===== src/rtl/clk_tick_gen.sv =====
// clk_tick_gen: programmable divider producing a square wave, a terminal-count
// tick and a one-shot timer. The divisor and mode are loaded at run time.
// All outputs come straight from flops.
module clk_tick_gen #(
    parameter int unsigned WIDTH        = 28,
    parameter int unsigned DEFAULT_DIV  = 2**27,
    parameter logic [1:0]  DEFAULT_MODE = 2'b00
) (
    input  logic             clk,
    input  logic             RESET,
    input  logic             en,
    input  logic             ld,
    input  logic [WIDTH-1:0] div_in,
    input  logic [1:0]       mode_in,
    input  logic             start,
    output logic             cnt,
    output logic             tick,
    output logic             busy,
    output logic [WIDTH-1:0] count
);

    typedef enum logic [1:0] {
        MODE_SQ     = 2'b00,
        MODE_TICK   = 2'b01,
        MODE_ONE    = 2'b10,
        MODE_SQ_ALT = 2'b11
    } mode_t;

    typedef enum logic {
        ST_IDLE = 1'b0,
        ST_RUN  = 1'b1
    } state_t;

    localparam logic [WIDTH-1:0] RST_DIV = WIDTH'(DEFAULT_DIV);

    logic [WIDTH-1:0] div_q, div_d;
    mode_t            mode_q, mode_d;
    logic [WIDTH-1:0] count_q, count_d;
    logic             cnt_q, cnt_d;
    logic             tick_q, tick_d;
    state_t           state_q, state_d;

    logic [WIDTH-1:0] term;
    logic             at_term;

    // Terminal value: a zero divisor behaves as a divisor of one.
    always_comb begin
        term    = (div_q == '0) ? '0 : (div_q - WIDTH'(1));
        at_term = (count_q == term);
    end

    // State register with asynchronous reset to the parameterised defaults.
    always_ff @(posedge clk or posedge RESET) begin
        if (RESET) begin
            div_q   <= RST_DIV;
            mode_q  <= mode_t'(DEFAULT_MODE);
            count_q <= '0;
            cnt_q   <= 1'b0;
            tick_q  <= 1'b0;
            state_q <= ST_IDLE;
        end else begin
            div_q   <= div_d;
            mode_q  <= mode_d;
            count_q <= count_d;
            cnt_q   <= cnt_d;
            tick_q  <= tick_d;
            state_q <= state_d;
        end
    end

    // Next-state logic: load has priority, then per-mode counting.
    always_comb begin
        div_d   = div_q;
        mode_d  = mode_q;
        count_d = count_q;
        cnt_d   = cnt_q;
        tick_d  = 1'b0;
        state_d = state_q;

        if (ld) begin
            div_d   = div_in;
            mode_d  = mode_t'(mode_in);
            count_d = '0;
            state_d = ST_IDLE;
            if ((mode_in == MODE_TICK) || (mode_in == MODE_ONE)) begin
                cnt_d = 1'b0;
            end
        end else begin
            unique case (mode_q)
                MODE_ONE: begin
                    cnt_d = 1'b0;
                    unique case (state_q)
                        ST_IDLE: begin
                            count_d = '0;
                            if (start) begin
                                state_d = ST_RUN;
                            end
                        end
                        ST_RUN: begin
                            if (en) begin
                                if (at_term) begin
                                    tick_d  = 1'b1;
                                    count_d = '0;
                                    state_d = ST_IDLE;
                                end else begin
                                    count_d = count_q + WIDTH'(1);
                                end
                            end
                        end
                    endcase
                end
                MODE_TICK: begin
                    cnt_d   = 1'b0;
                    state_d = ST_IDLE;
                    if (en) begin
                        if (at_term) begin
                            tick_d  = 1'b1;
                            count_d = '0;
                        end else begin
                            count_d = count_q + WIDTH'(1);
                        end
                    end
                end
                MODE_SQ, MODE_SQ_ALT: begin
                    state_d = ST_IDLE;
                    if (en) begin
                        if (at_term) begin
                            tick_d  = 1'b1;
                            count_d = '0;
                            cnt_d   = ~cnt_q;
                        end else begin
                            count_d = count_q + WIDTH'(1);
                        end
                    end
                end
            endcase
        end
    end

    // Outputs are direct flop copies.
    always_comb begin
        cnt   = cnt_q;
        tick  = tick_q;
        busy  = (state_q == ST_RUN);
        count = count_q;
    end

endmodule


===== config.mk =====
export PLATFORM = sky130hd
export DESIGN_NAME = clk_tick_gen
export DESIGN_NICKNAME = d
export VERILOG_FILES = /design/src/rtl/clk_tick_gen.sv
export SDC_FILE = /design/constraint.sdc
export NUM_CORES = 1
export LEC_CHECK = 0
export ABC_AREA = 1
export CORE_AREA = 2 2 105 107
export CTS_BUF_LIST = sky130_fd_sc_hd__clkbuf_4
export DETAILED_ROUTE_END_ITERATION = 10
export DIE_AREA = 0 0 107 109
export PLACE_DENSITY = 0.69
export SYNTH_ARGS = -nofsm -noshare
export SYNTH_HDL_FRONTEND = slang
export SYNTH_SLANG_ARGS = --single-unit
export TNS_END_PERCENT = 5

===== constraint.sdc =====
create_clock -name clk -period 2.5 [get_ports clk]
set_input_delay 0.5 -clock clk [delete_from_list [all_inputs] [get_ports clk]]
set_output_delay 0.5 -clock clk [all_outputs]
set_load 0.005 [all_outputs]

Word-level counts from Yosys, hierarchy flattened

Cells that the tools add are included.
Widths: inputs -> output; s select.

Add/subtract/negate cells: 2
$mul: 0
Div/mod/pow operators: 0
$lt $le $gt $ge: 0
Eq/ne operators: 9
Shifts and indexed selects: 0
Mux-type cells: 22
Bitwise operators: 2
Reduce and logical (&&, ||, !) cells: 7

Operator list:

| kind                  | number |
|---|---|
| $mux 28               | 4 |
| $pmux 28 s2           | 2 |
| $add 28x1->28 const B | 1 |
| $eq 28x28->1          | 1 |
| $logic_not 28->1      | 1 |
| $sub 28x1->28 const B | 1 |
| $mux 1                | 12 |
| $pmux 1 s2            | 4 |
| $eq 2x2->1 const B    | 3 |
| $ne 3x3->1 const B    | 2 |
| $eq 2x1->1 const B    | 2 |
| $reduce_or 2->1       | 2 |
| $reduce_and 3->1      | 1 |
| $reduce_or 3->1       | 1 |
| $logic_not 2->1       | 1 |
| $ne 2x1->1 const B    | 1 |
| $not 1->1             | 2 |
| $logic_or 1x1->1      | 1 |

Register bits after elaboration: 61
Bits in latches: 0
Bits in writable memories: 0
Memory bits (read-only): 0
Input bits: 35
Output and inout port bits: 31
Logic and storage cells: 48
Memories: 0

Depth between registers and ports, before layout

Gate-level depths: netlist of the first run.

Depth in word-level cells: 8
Gate-level depth with buffers: 21

Least setup slack after synthesis of the first run

Ideal clock, no wire load.

Kind: reg-to-reg
Start point: reg div_q[0]
End point: reg count_q[18], in the netlist count[18]
Library setup time: 0.128 ns
Arrival: 2.279 ns
Path slack: 0.093 ns
Cell stages (with the launch flop): 18
Path buffers: 2
Period minus slack after synthesis: 2.407 ns
Cells stage by stage: dfrtp_1 > inv_1 > ha_1 > nand2_2 > nor2_4 > nand2_2 > inv_4 > nand2_4 > buf_6 > nand3_1 > xor2_1 > nor2b_1 > nand3b_1 > nor2_2 > nand3_4 > nand2_4 > buf_12 > nor2_4

Word-level cells in the longest chain between the ends: 8
Elaborated cells between the ends (all ways): 9

RTL lines:

| item                                                     | RTL line      | source |
|---|---|---|
| start: declaration                                       | 36            | `logic [WIDTH-1:0] div_q, div_d;` |
| start signal: assignment                                 | 62            | `div_q <= div_d;` |
| $sub 28x1->28 / $logic_not 28->1 (equally long branches) | 48            | `term = (div_q == '0) ? '0 : (div_q - WIDTH'(1));` |
| $mux 28 *                                                | 48            |  |
| $eq 28x28->1 *                                           | 49            | `at_term = (count_q == term);` |
| $mux 28 *                                                | 101, 116, 127 |  |
| $mux 28 *                                                | 100           | `if (en) begin` |
| $pmux 28 s2                                              | 92            | `unique case (state_q)` |
| $pmux 28 s2 *                                            | 89            | `unique case (mode_q)` |
| $mux 28 *                                                | 80            | `if (ld) begin` |
| net count_d[18]                                          | 38            | `logic [WIDTH-1:0] count_q, count_d;` |
| end signal: assignment                                   | 64            | `count_q <= count_d;` |
| end: declaration                                         | 38            |  |

The timed path passes the listed nets; every way through them passes the cells marked *.
A chain may end at the register's enable or synchronous reset.

Worst setup path in the final report of the first run

Start point: reg div_q[1]
End point: reg count_q[8], in the netlist count[8]

The elaborated chain is that of the path after synthesis.

==> impl_metrics.env, run 1 <==
export IMPL_outcome="complete, but fails checks"
export IMPL_failed_checks="setup timing"
export IMPL_netlist_top_cell_by_area="dfrtp_1"
export IMPL_total_power_mw=2.75
export IMPL_cts_num_sinks=61
export IMPL_ant_diodes=0
export IMPL_power_ir_vdd_worst_mv=0.305
export IMPL_yosys_top_cells_area="dfrtp_1 (33%), nand2_1 (18%), nor2_1 (8.5%), inv_1 (7.9%), nand3_1 (6.2%)"
export IMPL_dieArea_um2=11700
export IMPL_drtAntennaViolNets=0
export IMPL_setup_worst_path_start_class="flip-flop"
export IMPL_max_slew_margin_rel_pct=70.9
export IMPL_htreeDepth=3
export IMPL_crit_path_max_incr_delay_ns=0.43
export IMPL_worst_ep_required_time_ns=2.82
export IMPL_combPwrFrac_pct=31.0
export IMPL_asyncSetResetFlopFracSynth_pct=100
export IMPL_num_vias=5412
export IMPL_totalWireLength_mm=16.4
export IMPL_synthesis_area_um2=4610
export IMPL_synth_edf_count=0
export IMPL_total_switching_power_uw=902
export IMPL_drv_cap=0
export IMPL_setup_ws_ns=-0.0467
export IMPL_critPathArrivalTime_ns=2.87
export IMPL_post_synth_top_count_cell="nand2_1"
export IMPL_path_buf_inv=4
export IMPL_post_synthesis_sequential_area_ratio_pct=33.2
export IMPL_wl_per_cell_um=15.4
export IMPL_clk_path_buf_depth=2
export IMPL_drc=0
export IMPL_period_needed_ns=2.55
export IMPL_post_synth_cell_area_avg_um2=6.43
export IMPL_worstSkewPairLatency_ns=0.43
export IMPL_report_final_slew_viol_count=0
export IMPL_hold_violations=0
export IMPL_layout_cells_non_filler=1063
export IMPL_numPlacedInstances=1016
export IMPL_root_buffer="clkbuf_4"
export IMPL_period_share_pct=102
export IMPL_rsz_0062_raised_after_global_routing="true"
export IMPL_timing_clock_skew_ns=0.0109
export IMPL_synth_cell_types=34
export IMPL_detail_route_iter0_violations=307
export IMPL_finish_net_count=956
export IMPL_hold_class="primary input to async pin"
export IMPL_p_clk_share_pct=29.6
export IMPL_first_pass_iters=7
export IMPL_synth_fp_nets=755
export IMPL_vias_per_cell=5.09
export IMPL_antenna_found_initial=0
export IMPL_layout_drive_gt1_share_pct=27.8
export IMPL_power_frac_seq_pct=39.4
export IMPL_dp_hpwl_mm=12.0
export IMPL_globalRoute_totalOverflow=0
export IMPL_critical_path_slowest_cell="dfrtp_1"
export IMPL_fin_tns_setup_ns=-0.615
export IMPL_power_per_cell_area_nw_per_um2=393
export IMPL_crit_chain="inv_2, ha_4, nand2_4, nor2_4, nand2_4, clkinv_8, nand2_8, buf_4, nand3_1, xor2_1, and2_1, nand3_1, nor2_2, nand3_4, nand2_8, buf_16, nor2_4"
export IMPL_post_synth_top_area_fraction_pct=32.6
export IMPL_largest_net_degree_at_the_start_of_global_routing=62
export IMPL_clock_pin_slew_on_the_worst_setup_and_hold_paths_ns=0.11
export IMPL_die_height_um=109
export IMPL_post_synth_most_frequent_cells="nand2_1 (226), nor2_1 (104), inv_1 (97)"
export IMPL_sw_frac_of_total_pct=32.8
export IMPL_path_max_fanout=8
export IMPL_area_delta_synth_final_pct=51.8
export IMPL_critical_path_class="flip-flop to flip-flop"
export IMPL_worst_slew_pin_slew_ns=0.436
export IMPL_initial_utilization_pct=43.5
export IMPL_boundary_pin_count=66
export IMPL_floorplan_core_area_um2=10600
export IMPL_internal_power_mw=1.84
export IMPL_critPathCaptureType="flip-flop"
export IMPL_postLayoutCoreUtil_pct=66.0
export IMPL_finalWeightedCongestion=0.951
export IMPL_grt_pass1_wl_mm=25.7
export IMPL_synth_warnings=0
export IMPL_grt_pass1_vias=5161
export IMPL_core_rowCount=38
export IMPL_postSynth_topFlopCell="dfrtp_1"
export IMPL_timing_critical_path_max_delay_family="simple AND/OR/NAND/NOR gates"
export IMPL_die_x_um=107
export IMPL_postSynthCellCount=717
export IMPL_number_of_flip_flops_and_latches_in_the_synthesized_netlist=61
export IMPL_globalRouteTotalUtil_pct=28.6
export IMPL_p_leak_nw=3.39
export IMPL_io_buffers=65
export IMPL_cts_tree="yes"
export IMPL_setup_viol_count_final=28
export IMPL_cts_buffers_inserted=9
export IMPL_max_freq_mhz=393
## cells in the final DEF, fill, tap and decap left out, drive strengths merged, types with 3 or more instances in the layout
cell type and count:
dfrtp 60, ha 3, nor2 124, buf 137, clkbuf 10, nor3 11
nand4 25, nand2 235, clkinv 6, o21ai 42, nor4 7, a21oi 4
nand3 58, xor2 27, inv 97, clkdlybuf4s50 65
## worst min-delay path: cells and delay by family
| family | cells | cell delay, ns |
|---|---|---|
| buffers and inverters | 3 | 0.77 |
## final timing paths
| check | slack [ns] | cells after the start | to | start |
|---|---|---|---|---|
| min reg2reg | 0.53 | 2 | mode_q[1]$_DFFE_PP0P_ | mode_q[1]$_DFFE_PP0P_ |
| min | 0.43 | 3 | mode_q[1]$_DFFE_PP0P_ | RESET |
| min in group clk | 0.53 | 2 | mode_q[1]$_DFFE_PP0P_ | mode_q[1]$_DFFE_PP0P_ |
| max in group asynchronous | 1.76 | 3 | div_q[27]$_DFFE_PP1P_ | RESET |
| max reg2reg | -0.05 | 17 | count[8]$_DFF_PP0_ | div_q[1]$_DFFE_PP0P_ |
| max | -0.05 | 17 | count[8]$_DFF_PP0_ | div_q[1]$_DFFE_PP0P_ |
## per-stage QoR
step | worst slack (ns) | area [µm²] | hold WS (ns)
final | -0.0467 | 6990 | 0.430
after global routing | -0.187 | 6990 | 0.499
after CTS | 0.00151 | 6570 | 0.459
after detailed placement | -0.216 | 6180 | 0.509
after global placement | -0.192 | 6180 | 0.477
after floorplan | 0.0931 | 4610 | 0.457
## kinds of logic after synthesis
kind of cell,count (synthesis),share of synthesized area (%)
AO/OA/AOI/OAI,49,5.51
adder cells (fa/ha/maj),3,0.815
XOR/XNOR,29,5.51
AND/OR/NAND/NOR,461,44.7
buffers and inverters,114,10.3
flip-flops,61,33.2
## power by group through the flow
stage / logic (mW) / clock network [mW] / registers, mW
after floorplan: 0.348 / 0 / 1.09
after global placement: 0.698 / 0 / 1.09
after CTS: 0.759 / 0.827 / 1.08
after global routing: 0.934 / 0.864 / 1.09
after detailed placement: 0.705 / 0 / 1.09
final: 0.851 / 0.813 / 1.08
## layer usage
metal / GRT usage [%] / vias up / routed length [µm]
li1: - / 2657 / -
met1: 37.0 / 2566 / 7110
met2: 50.0 / 156 / 8130
met3: 3.83 / 33 / 802
met4: 8.44 / 0 / 322
met5: 0 / - / 0
## cell type report
class	count	area (µm²)
clock buffer	10	75.1
multi-input combinational	545	2980
fill	970	3610
tap	140	175
inverter	99	384
timing repair buffer	202	1770
clock inverter	6	77.6
sequential	61	1530
## flip-flops by register name (all words and copies together) (netlist names)
name    cells
cnt         1
busy        1
div_q      28
mode_q      2
count      28
tick        1
## repair_timing
action,in CTS,in global routing
hold buffers,0,0
pin swaps,17,37
endpoints found under the setup margin,31,31
setup buffers,7,20
gates resized for setup,34,80
cloned,3,1
Power figures use the tool's default switching activity.
==> run 2, diff against run 1 <==
ABC_AREA = unset   (was 1)
CELL_PAD_IN_SITES_DETAIL_PLACEMENT = 0   (was unset)
CELL_PAD_IN_SITES_GLOBAL_PLACEMENT = 2   (was unset)
CORE_AREA = 2 2 118 120   (was 2 2 105 107)
DIE_AREA = 0 0 120 122   (was 0 0 107 109)
PLACE_DENSITY = unset   (was 0.69)
PLACE_DENSITY_LB_ADDON = 0.1   (was unset)
==> run 2 against run 1 <==
The run still ends with setup timing left. Clock-buffer cell count increased by 2. Routed wire length decreased by 23%. Hold slack improved by 0.0070 ns. Critical path depth decreased by 5. Utilization decreased by 23 points. Sequential power about the same. Cell count decreased by 26%. Global-route usage decreased by 10 points.
==> impl_metrics.env, run 2 <==
export IMPL_htreeDepth=3
export IMPL_finalWeightedCongestion=0.852
export IMPL_rsz_0062_raised_after_global_routing="true"
export IMPL_critical_path_slowest_cell="or4_4"
export IMPL_post_synthesis_sequential_area_ratio_pct=37.8
export IMPL_timing_clock_skew_ns=0.0136
export IMPL_netlist_top_cell_by_area="dfrtp_1"
export IMPL_hold_violations=0
export IMPL_finish_net_count=635
export IMPL_cts_buffers_inserted=9
export IMPL_synth_fp_nets=483
export IMPL_combPwrFrac_pct=26.0
export IMPL_antenna_found_initial=2
export IMPL_internal_power_mw=1.59
export IMPL_io_buffers=65
export IMPL_worst_slew_pin_slew_ns=0.437
export IMPL_grt_pass1_vias=3834
export IMPL_post_synth_cell_area_avg_um2=9.09
export IMPL_postSynth_topFlopCell="dfrtp_1"
export IMPL_crit_start="div_q[14]$_DFFE_PP0P_"
export IMPL_p_clk_share_pct=26.5
export IMPL_synthesis_area_um2=4050
export IMPL_boundary_pin_count=66
export IMPL_worstSkewPairLatency_ns=0.45
export IMPL_total_switching_power_uw=685
export IMPL_hold_class="primary input to async pin"
export IMPL_globalRoute_totalOverflow=0
export IMPL_timing_critical_path_mode_cell="nor2_1"
export IMPL_wl_per_cell_um=16.1
export IMPL_p_leak_nw=2.40
export IMPL_period_share_pct=139
export IMPL_clock_pin_slew_on_the_worst_setup_and_hold_paths_ns=0.10
export IMPL_worst_ep_required_time_ns=2.84
export IMPL_power_ir_vdd_worst_mv=0.214
export IMPL_cts_tree="yes"
export IMPL_critPathCaptureType="flip-flop"
export IMPL_rrSetupSlack_ns=-0.98
export IMPL_setup_worst_path_start_class="flip-flop"
export IMPL_worst_r2r_endpoint="count[17]$_DFF_PP0_"
export IMPL_number_of_flip_flops_and_latches_in_the_synthesized_netlist=61
export IMPL_path_max_fanout=11
export IMPL_place_ws_ns=-0.940
export IMPL_layout_drive_gt1_share_pct=30.1
export IMPL_max_slew_margin_rel_pct=70.6
export IMPL_globalRouteTotalUtil_pct=18.6
export IMPL_setup_viol_count_final=31
export IMPL_synth_edf_count=0
export IMPL_postSynthCellCount=445
export IMPL_die_x_um=120
export IMPL_critPathArrivalTime_ns=3.82
export IMPL_layout_cells_most_common_list="buf_4 (101), clkdlybuf4s50_1 (65), dfrtp_1 (60)"
export IMPL_power_frac_seq_pct=47.4
export IMPL_sw_frac_of_total_pct=30.2
export IMPL_die_height_um=122
export IMPL_dp_hpwl_mm=9.95
export IMPL_crit_chain="or4_4, buf_6, nor4_4, a311oi_2, a211oi_2, nor2_1, or4_1, nor4_1, and4b_1, nand2b_4, buf_12, nor2_1"
export IMPL_grt_pass1_wl_mm=20.7
export IMPL_post_synth_top_count_cell="dfrtp_1"
export IMPL_period_needed_ns=3.48
export IMPL_crit_reg2reg_launch="div_q[14]$_DFFE_PP0P_"
export IMPL_totalWireLength_mm=12.6
export IMPL_synth_cell_types=64
export IMPL_report_final_slew_viol_count=0
export IMPL_cts_num_sinks=61
export IMPL_outcome="complete, but fails checks"
export IMPL_post_synth_top_area_fraction_pct=37.1
export IMPL_final_common_cell="buf_4"
export IMPL_num_vias=3823
export IMPL_setup_ws_ns=-0.982
export IMPL_root_buffer="clkbuf_4"
export IMPL_area_delta_synth_final_pct=44.2
export IMPL_dieArea_um2=14600
export IMPL_asyncSetResetFlopFracSynth_pct=100
export IMPL_synth_warnings=0
export IMPL_yosys_top_cells_area="dfrtp_1 (37%), mux2_2 (7.2%), xor2_1 (6.9%), nor2_1 (5.4%), xnor2_1 (4.3%)"
export IMPL_core_rowCount=43
export IMPL_post_synth_most_frequent_cells="dfrtp_1 (60), nor2_1 (58), xor2_1 (32)"
export IMPL_total_power_mw=2.27
export IMPL_max_freq_mhz=287
export IMPL_clk_path_buf_depth=2
export IMPL_worstRegToRegCells=12
export IMPL_filler_cell_count=1350
export IMPL_critical_path_class="flip-flop to flip-flop"
export IMPL_detail_route_iter0_violations=160
export IMPL_hold_buffers=0
export IMPL_floorplan_core_area_um2=13500
export IMPL_failed_checks="setup timing"
export IMPL_initial_utilization_pct=30.0
export IMPL_drv_cap=0
export IMPL_drtAntennaViolNets=0
export IMPL_largest_net_degree_at_the_start_of_global_routing=62
export IMPL_vias_per_cell=4.88
export IMPL_crit_path_max_incr_delay_ns=0.55
export IMPL_first_pass_iters=4
export IMPL_drc=0
export IMPL_power_per_cell_area_nw_per_um2=389
-- run 2: changes by cell type after synthesis, moves of 11 or more --
cell / delta
nand3_1: -34
nor2_4: -13
nand2_1: -195
inv_1: -88
clkbuf_1: +12
nand4_1: -15
xnor2_1: +18
nor2_1: -46
mux2_2: +26
a21oi_1: +11
o21ai_0: -25
-- run 2: how the worst max path moves through the flow --
stage	endpoint	cells past startpoint
3_3_place_gp	count[2]$_DFF_PP0_	11
3_5_place_dp	busy$_DFF_PP0_	10
4_1_cts	count[17]$_DFF_PP0_	13
5_1_grt	count[2]$_DFF_PP0_	12
6_report	count[17]$_DFF_PP0_	12
2_1_floorplan	count[16]$_DFF_PP0_	12
-- run 2: timing repair --
action	CTS	global route
gates cloned	1	0
setup endpoints to repair	31	31
pin swaps	4	10
setup buffers	5	6
gates resized for setup	10	9
-- run 2: power by group through the flow --
stage	sequential (mW)	clock, mW	combinational (mW)
final	1.08	0.602	0.591
after CTS	1.08	0.629	0.603
after floorplan	1.10	0	0.299
after global routing	1.08	0.679	0.649
after global placement	1.09	0	0.565
after detailed placement	1.10	0	0.568
-- run 2: cells by family (layout without fill, tap and decap cells) --
| group | Yosys count | in the layout | synth area share [%] |
|---|---|---|---|
| xor+xnor | 54 | 54 | 12.4 |
| simple gates | 197 | 197 | 25.6 |
| flops | 61 | 61 | 37.8 |
| buf+inv | 39 | 195 | 4.42 |
| mux | 32 | 32 | 8.72 |
| other cells | 0 | 2 | 0 |
| compound gates | 59 | 59 | 10.2 |
| fa+ha+maj | 3 | 3 | 0.928 |
-- run 2: final cells by class --
cell class,instances,area [µm²],area share [%]
repair buffers,171,1490,25.6
flip-flops and latches,61,1530,26.2
diodes,2,5.00,0.0858
inverters,9,33.8,0.579
well taps,180,225,3.86
multi-input cells,345,2450,41.9
clock buffers,12,90.1,1.54
clock inverters,3,13.8,0.236
-- run 2: critical path, delay by kind of cell, from the launching register on --
kind                   cells  cell delay [ns]
AO/OA/AOI/OAI              2             0.43
buffers and inverters      2             0.28
AND/OR/NAND/NOR            8             2.28
flip-flops                 1             0.39
-- run 2: layer usage --
| layer | up-vias | GRT usage [%] | share of wire [%] |
|---|---|---|---|
| met1 | 1807 | 26.1 | 49 |
| met3 | 16 | 3.65 | 4.3 |
| met4 | 0 | 6.25 | 1.8 |
| met5 | - | 0 | 0 |
| li1 | 1909 | - | - |
| met2 | 91 | 28.6 | 45 |
-- run 2: metrics by stage --
stage	area (µm²)	util, %	std cells	hold WS (ns)	setup TNS [ns]
2_1_floorplan	4110	-	445	0.485	-24.25
5_1_grt	5830	43.2	783	0.440	-35.98
6_report	5830	43.2	783	0.437	-29.85
3_3_place_gp	5570	41.3	757	0.510	-27.84
4_1_cts	5800	43.0	778	0.431	-28.49
3_5_place_dp	5570	41.3	757	0.516	-28.48
==> RTL edit 1 (settings of run 2) <==
Add an input register stage for `en`, `ld`, `div_in`, `mode_in` and `start`, with the module's reset; this delays them by one clock.
--- a/src/rtl/clk_tick_gen.sv
+++ b/src/rtl/clk_tick_gen.sv
@@ -33,4 +33,26 @@
 
     localparam logic [WIDTH-1:0] RST_DIV = WIDTH'(DEFAULT_DIV);
+
+    logic en_q;
+    logic ld_q;
+    logic [WIDTH-1:0] div_r;
+    logic [1:0] mode_r;
+    logic start_q;
+
+    always_ff @(posedge clk or posedge RESET) begin
+        if (RESET) begin
+            en_q    <= '0;
+            ld_q    <= '0;
+            div_r   <= '0;
+            mode_r  <= '0;
+            start_q <= '0;
+        end else begin
+            en_q    <= en;
+            ld_q    <= ld;
+            div_r   <= div_in;
+            mode_r  <= mode_in;
+            start_q <= start;
+        end
+    end
 
     logic [WIDTH-1:0] div_q, div_d;
@@ -78,10 +100,10 @@
         state_d = state_q;
 
-        if (ld) begin
-            div_d   = div_in;
-            mode_d  = mode_t'(mode_in);
+        if (ld_q) begin
+            div_d   = div_r;
+            mode_d  = mode_t'(mode_r);
             count_d = '0;
             state_d = ST_IDLE;
-            if ((mode_in == MODE_TICK) || (mode_in == MODE_ONE)) begin
+            if ((mode_r == MODE_TICK) || (mode_r == MODE_ONE)) begin
                 cnt_d = 1'b0;
             end
@@ -93,10 +115,10 @@
                         ST_IDLE: begin
                             count_d = '0;
-                            if (start) begin
+                            if (start_q) begin
                                 state_d = ST_RUN;
                             end
                         end
                         ST_RUN: begin
-                            if (en) begin
+                            if (en_q) begin
                                 if (at_term) begin
                                     tick_d  = 1'b1;
@@ -113,5 +135,5 @@
                     cnt_d   = 1'b0;
                     state_d = ST_IDLE;
-                    if (en) begin
+                    if (en_q) begin
                         if (at_term) begin
                             tick_d  = 1'b1;
@@ -124,5 +146,5 @@
                 MODE_SQ, MODE_SQ_ALT: begin
                     state_d = ST_IDLE;
-                    if (en) begin
+                    if (en_q) begin
                         if (at_term) begin
                             tick_d  = 1'b1;
Formal check against the unedited RTL: not equivalent (Yosys sat finds a counterexample within 4 cycles, from zero or initial values and one cycle with RESET high).
==> RTL edit 1 against run 2 <==
- routed wire length up 18%
- count of clock-buffer cells in the layout shrank 3
- area after synthesis increased by 27%
- combinational power rose by 8.8%
- power rose by 38%
- worst setup slack improved by 0.24 ns
- sequential cell count up 33
- critical path type unchanged
- final area grew 19%
- the run still ends with setup timing left
==> RTL edit 1: results (changes against run 2) <==
[yosys]
synth.distinct_cells = 66  ; +3.1%
synth_compound_area_share_pct = 9.27  ; -0.91 points
synthTopCellsByArea = dfrtp_1 (45%), xnor2_1 (6.1%), mux2_2 (5.7%)
syn_area_um2 = 5140  ; +27%
syn_inst = 509  ; +14%
netlist_top_cells_count = dfrtp_1 (93), nor2_1 (48), xnor2_1 (36)
ys_seq_area_share_pct = 45.8  ; +8.0 points

[final_layout]
multi_input_comb_cells = 371  ; +7.5%
drive_gt1_share_pct = 29.8  ; -0.30 points
final-nonclk-buf-share_pct = 21.0  ; -4.5 points
seq_area_share_pct = 34.0  ; +7.8 points
fillers = 1305  ; -3.3%

[clock_tree]
cts.sinks = 94  ; +54%
post_cts_buffers = 1  ; -4
path_clk_slew_ns = 0.16  ; +0.06 ns
clk_latency_ns = 0.49  ; +0.04 ns
postCtsResizedCells = 6  ; -4

[sta]
setup_viol = 31  ; unchanged
relSlewSlack_pct = 65.1  ; -5.5 points
timing.final.ws_setup_ns = -0.745  ; +0.238 ns
fin_worst_skew_ns = 0.0149  ; +0.00127 ns

[pwr]
clockPowerShare_pct = 26.0  ; -0.5 points
powerDensity_nw_per_um2 = 451  ; +16%
ir_drop_v = 0.000363  ; +70%
comb_power_w = 0.000643  ; +8.8%
switchingPower_w = 0.000968  ; +41%

[global_route]
grt_pass1_vias = 4324  ; +13%
grt_usage_pct = 21.5  ; +2.9 points
grt_pass1_wl_um = 23700  ; +15%
use_met1_pct = 28.6  ; +2.5 points

[placed_design]
dp.final_hpwl_um = 11600  ; +17%
place_inst = 824  ; +8.9%
placed_area_um2 = 6690  ; +20%
place.gp.congestion = 0.921  ; +8.2%

[run_status]
violations = setup timing
outcome = finished with violations

[route]
drt-met1-wl_um = 6880  ; +11%
wl_per_cell_um = 17.6  ; +8.9%

[worst_setup_path]
slowest_delay_ns = 0.60  ; +0.05 ns

-- RTL edit 1: changes by cell type after synthesis, sizes merged, moves of 4 or more --
cell	delta
xnor2	+16
xor2	-8
dfrtp	+33
nand3	-12
nand2	+5
or3	+4
nor3	+5
and3	+4
a21oi	-5
nor4b	+7
inv	+5
a211oi	+8
-- RTL edit 1: worst max path at each step --
stage          startpoint   endpoint  cells after the start
3_5_place_dp    div_q[23]  count[18]                     10
6_report        div_q[23]  count[18]                     10
2_1_floorplan   div_q[21]  count[13]                     11
3_3_place_gp     div_q[0]  count[19]                     13
5_1_grt         div_q[23]        cnt                     10
4_1_cts         div_q[23]  count[18]                     10
-- RTL edit 1: stage by stage --
| stage | setup WS, ns | utilization, % | hold WS (ns) |
|---|---|---|---|
| finish | -0.745 | 51.4 | 0.324 |
| global route | -0.896 | 51.4 | 0.342 |
| floorplan | -0.506 | - | 0.430 |
| CTS | -0.711 | 50.8 | 0.301 |
| detailed placement | -0.865 | 49.5 | 0.443 |
| global placement | -0.782 | 49.5 | 0.438 |
==> RTL edit 2 (settings of run 2) <==
Without the edit above. The parameter `DEFAULT_MODE` goes from 2'b00 to 2'b01.
--- a/src/rtl/clk_tick_gen.sv
+++ b/src/rtl/clk_tick_gen.sv
@@ -5,5 +5,5 @@
     parameter int unsigned WIDTH        = 28,
     parameter int unsigned DEFAULT_DIV  = 2**27,
-    parameter logic [1:0]  DEFAULT_MODE = 2'b00
+    parameter logic [1:0]  DEFAULT_MODE = 2'b01
 ) (
     input  logic             clk,
Formal check against the unedited RTL: no difference found for any inputs over 4 cycles, from zero or initial values and one cycle with RESET high; that may be too few to reach the edited logic, so the function may still have changed.
==> RTL edit 2 against run 2 <==
- the run still ends with setup timing left
- area after synthesis barely moved
- clock power rose by 2%
- routed wire length increased by 1.6%
- sequential cell count stayed put
- final area decreased by 0.73%
- worst setup slack better by 0.032 ns
- power up 0.34%
- critical path type unchanged
- sequential share of layout area is 0.21 points higher
==> RTL edit 2: results (changes against run 2) <==
[global_route]
grt_usage_pct = 18.2  ; -0.36 points
antenna_found_initial = 0  ; -2
grt_pass1_wl_um = 20400  ; -1.7%
grt_pass1_vias = 3885  ; +1.3%
grt_max_degree = 62  ; unchanged

[placed_design]
place.gp.congestion = 0.876  ; +2.9%
port_buffers = 65  ; unchanged
dp.final_hpwl_um = 10000  ; +0.57%
place_inst = 760  ; +0.40%

[final_layout]
antenna_cells = 0  ; -2
drive_gt1_share_pct = 29.0  ; -1.1 points
nets = 630  ; -0.79%
fillers = 1356  ; +0.44%
fin_cells = 777  ; -0.77%

[sta]
setup_viol = 31  ; unchanged
timing.final.ws_setup_ns = -0.950  ; +0.0323 ns
hold_viol_final = 0  ; unchanged
relSlewSlack_pct = 68.7  ; -1.9 points
fin_worst_skew_ns = 0.0238  ; +0.0102 ns

[clock_tree]
cts_max_level = 3  ; unchanged
post_cts_buffers = 0  ; -5
path_clk_slew_ns = 0.11
root_buffer = clkbuf_4
ctsHoldBuffers = 0  ; unchanged
clk_latency_ns = 0.44

[yosys]
syn_inst = 445  ; unchanged
syn_nets = 483  ; unchanged
synthFlopType = dfrtp_1
synthAdderAreaFrac_pct = 0.927  ; about the same
synthTopCellsByArea = dfrtp_1 (36%), mux2_2 (7.2%), xor2_1 (6.9%)
synth.distinct_cells = 64  ; unchanged
synthMuxAreaShare_pct = 8.72  ; about the same
netlist_top_cells_count = dfrtp_1 (59), nor2_1 (58), xor2_1 (32)
ys_seq_area_share_pct = 37.8  ; about the same
yosysWarnings = 0  ; unchanged
synth_compound_area_share_pct = 10.2  ; about the same
async_reset_ff_share_pct = 100  ; unchanged
synth_xor_area_share_pct = 12.4  ; about the same

[pwr]
ir_drop_v = 0.000210  ; -1.6%
leakage_nw = 2.39  ; -0.68%

[worst_setup_path]
cp_slowest_cell = or4_4
slowest_delay_ns = 0.61  ; +0.06 ns
path_max_fanout = 11  ; unchanged
cp_data_arrival_time_ns = 3.79  ; -0.03 ns
crit_family = simple AND/OR/NAND/NOR gates

[hold_path]
hp-class = input pin to async pin

[route]
dr_total_vias = 3803  ; -0.52%
wl_per_cell_um = 16.5  ; +2.4%
first_pass_iters = 4  ; unchanged
drt_first_iter_violations = 182  ; +14%

[run_status]
violations = setup timing
outcome = finished with violations

RTL edit 2: per-layer routing:
layer  vias to the layer above  global-route usage, %  part of all wire, %
li1                       1883                      -                    -
met1                      1817                   24.6                   48
met2                        82                   28.0                   45
met3                        21                   3.84                  4.2
met4                         0                   8.24                  2.4
met5                         -                      0                    0
RTL edit 2: worst min-delay path: stages:
cell and delay [ns]:
clkdlybuf4s50_1 0.41, inv_2 0.07, buf_12 0.26
RTL edit 2: through the flow:
step	setup WS, ns	setup TNS (ns)	total power [W]	cell area (um^2)
floorplan	-0.837	-24.25	0.00140	4110
global placement	-0.972	-29.53	0.00166	5600
detailed placement	-1.01	-30.46	0.00167	5600
CTS	-1.01	-30.63	0.00231	5720
global route	-1.09	-32.86	0.00242	5790
finish	-0.950	-28.51	0.00228	5790
RTL edit 2: layout make-up:
cell class                      count  area share [%]
Sequential cell                    61            26.4
Clock inverter                      3           0.238
Multi-Input combinational cell    345            42.1
Inverter                            9           0.583
Timing Repair Buffer              166            25.1
Clock buffer                       13            1.69
Tap cell                          180            3.89
RTL edit 2: report_power, final:
group | total (W) | switching (W) | internal, W
combinational | 0.000585 | 0.000270 | 0.000315
clock | 0.000617 | 0.000373 | 0.000243
sequential | 0.00108 | 0.0000370 | 0.00104
total | 0.00228 | 0.000681 | 0.00160
RTL edit 2: worst paths after layout:
path                            startpoint        end  slack (ns)  cells after the start
worst max-delay path             div_q[16]  count[11]       -0.95                     11
worst min-delay path                 RESET   div_q[3]        0.41                      3
worst max register to register   div_q[16]  count[11]       -0.95                     11
worst min register to register   mode_q[0]  mode_q[0]        0.50                      2
max in group asynchronous            RESET  div_q[27]        1.75                      3
min in group clk                 mode_q[0]  mode_q[0]        0.50                      2
RTL edit 2: cells by family (layout without fill, tap and decap cells):
kind of cell	Yosys count	in the layout
multiplexers	32	32
AO/OA/AOI/OAI	59	59
buffers and inverters	39	191
AND/OR/NAND/NOR	197	197
flip-flops	61	61
adder cells (fa/ha/maj)	3	3
XOR/XNOR	54	54
RTL edit 2: timing repair:
item	in CTS	in global routing
pin swaps	0	4
resized for setup	3	9
cloned	0	1
setup endpoints to repair	31	31
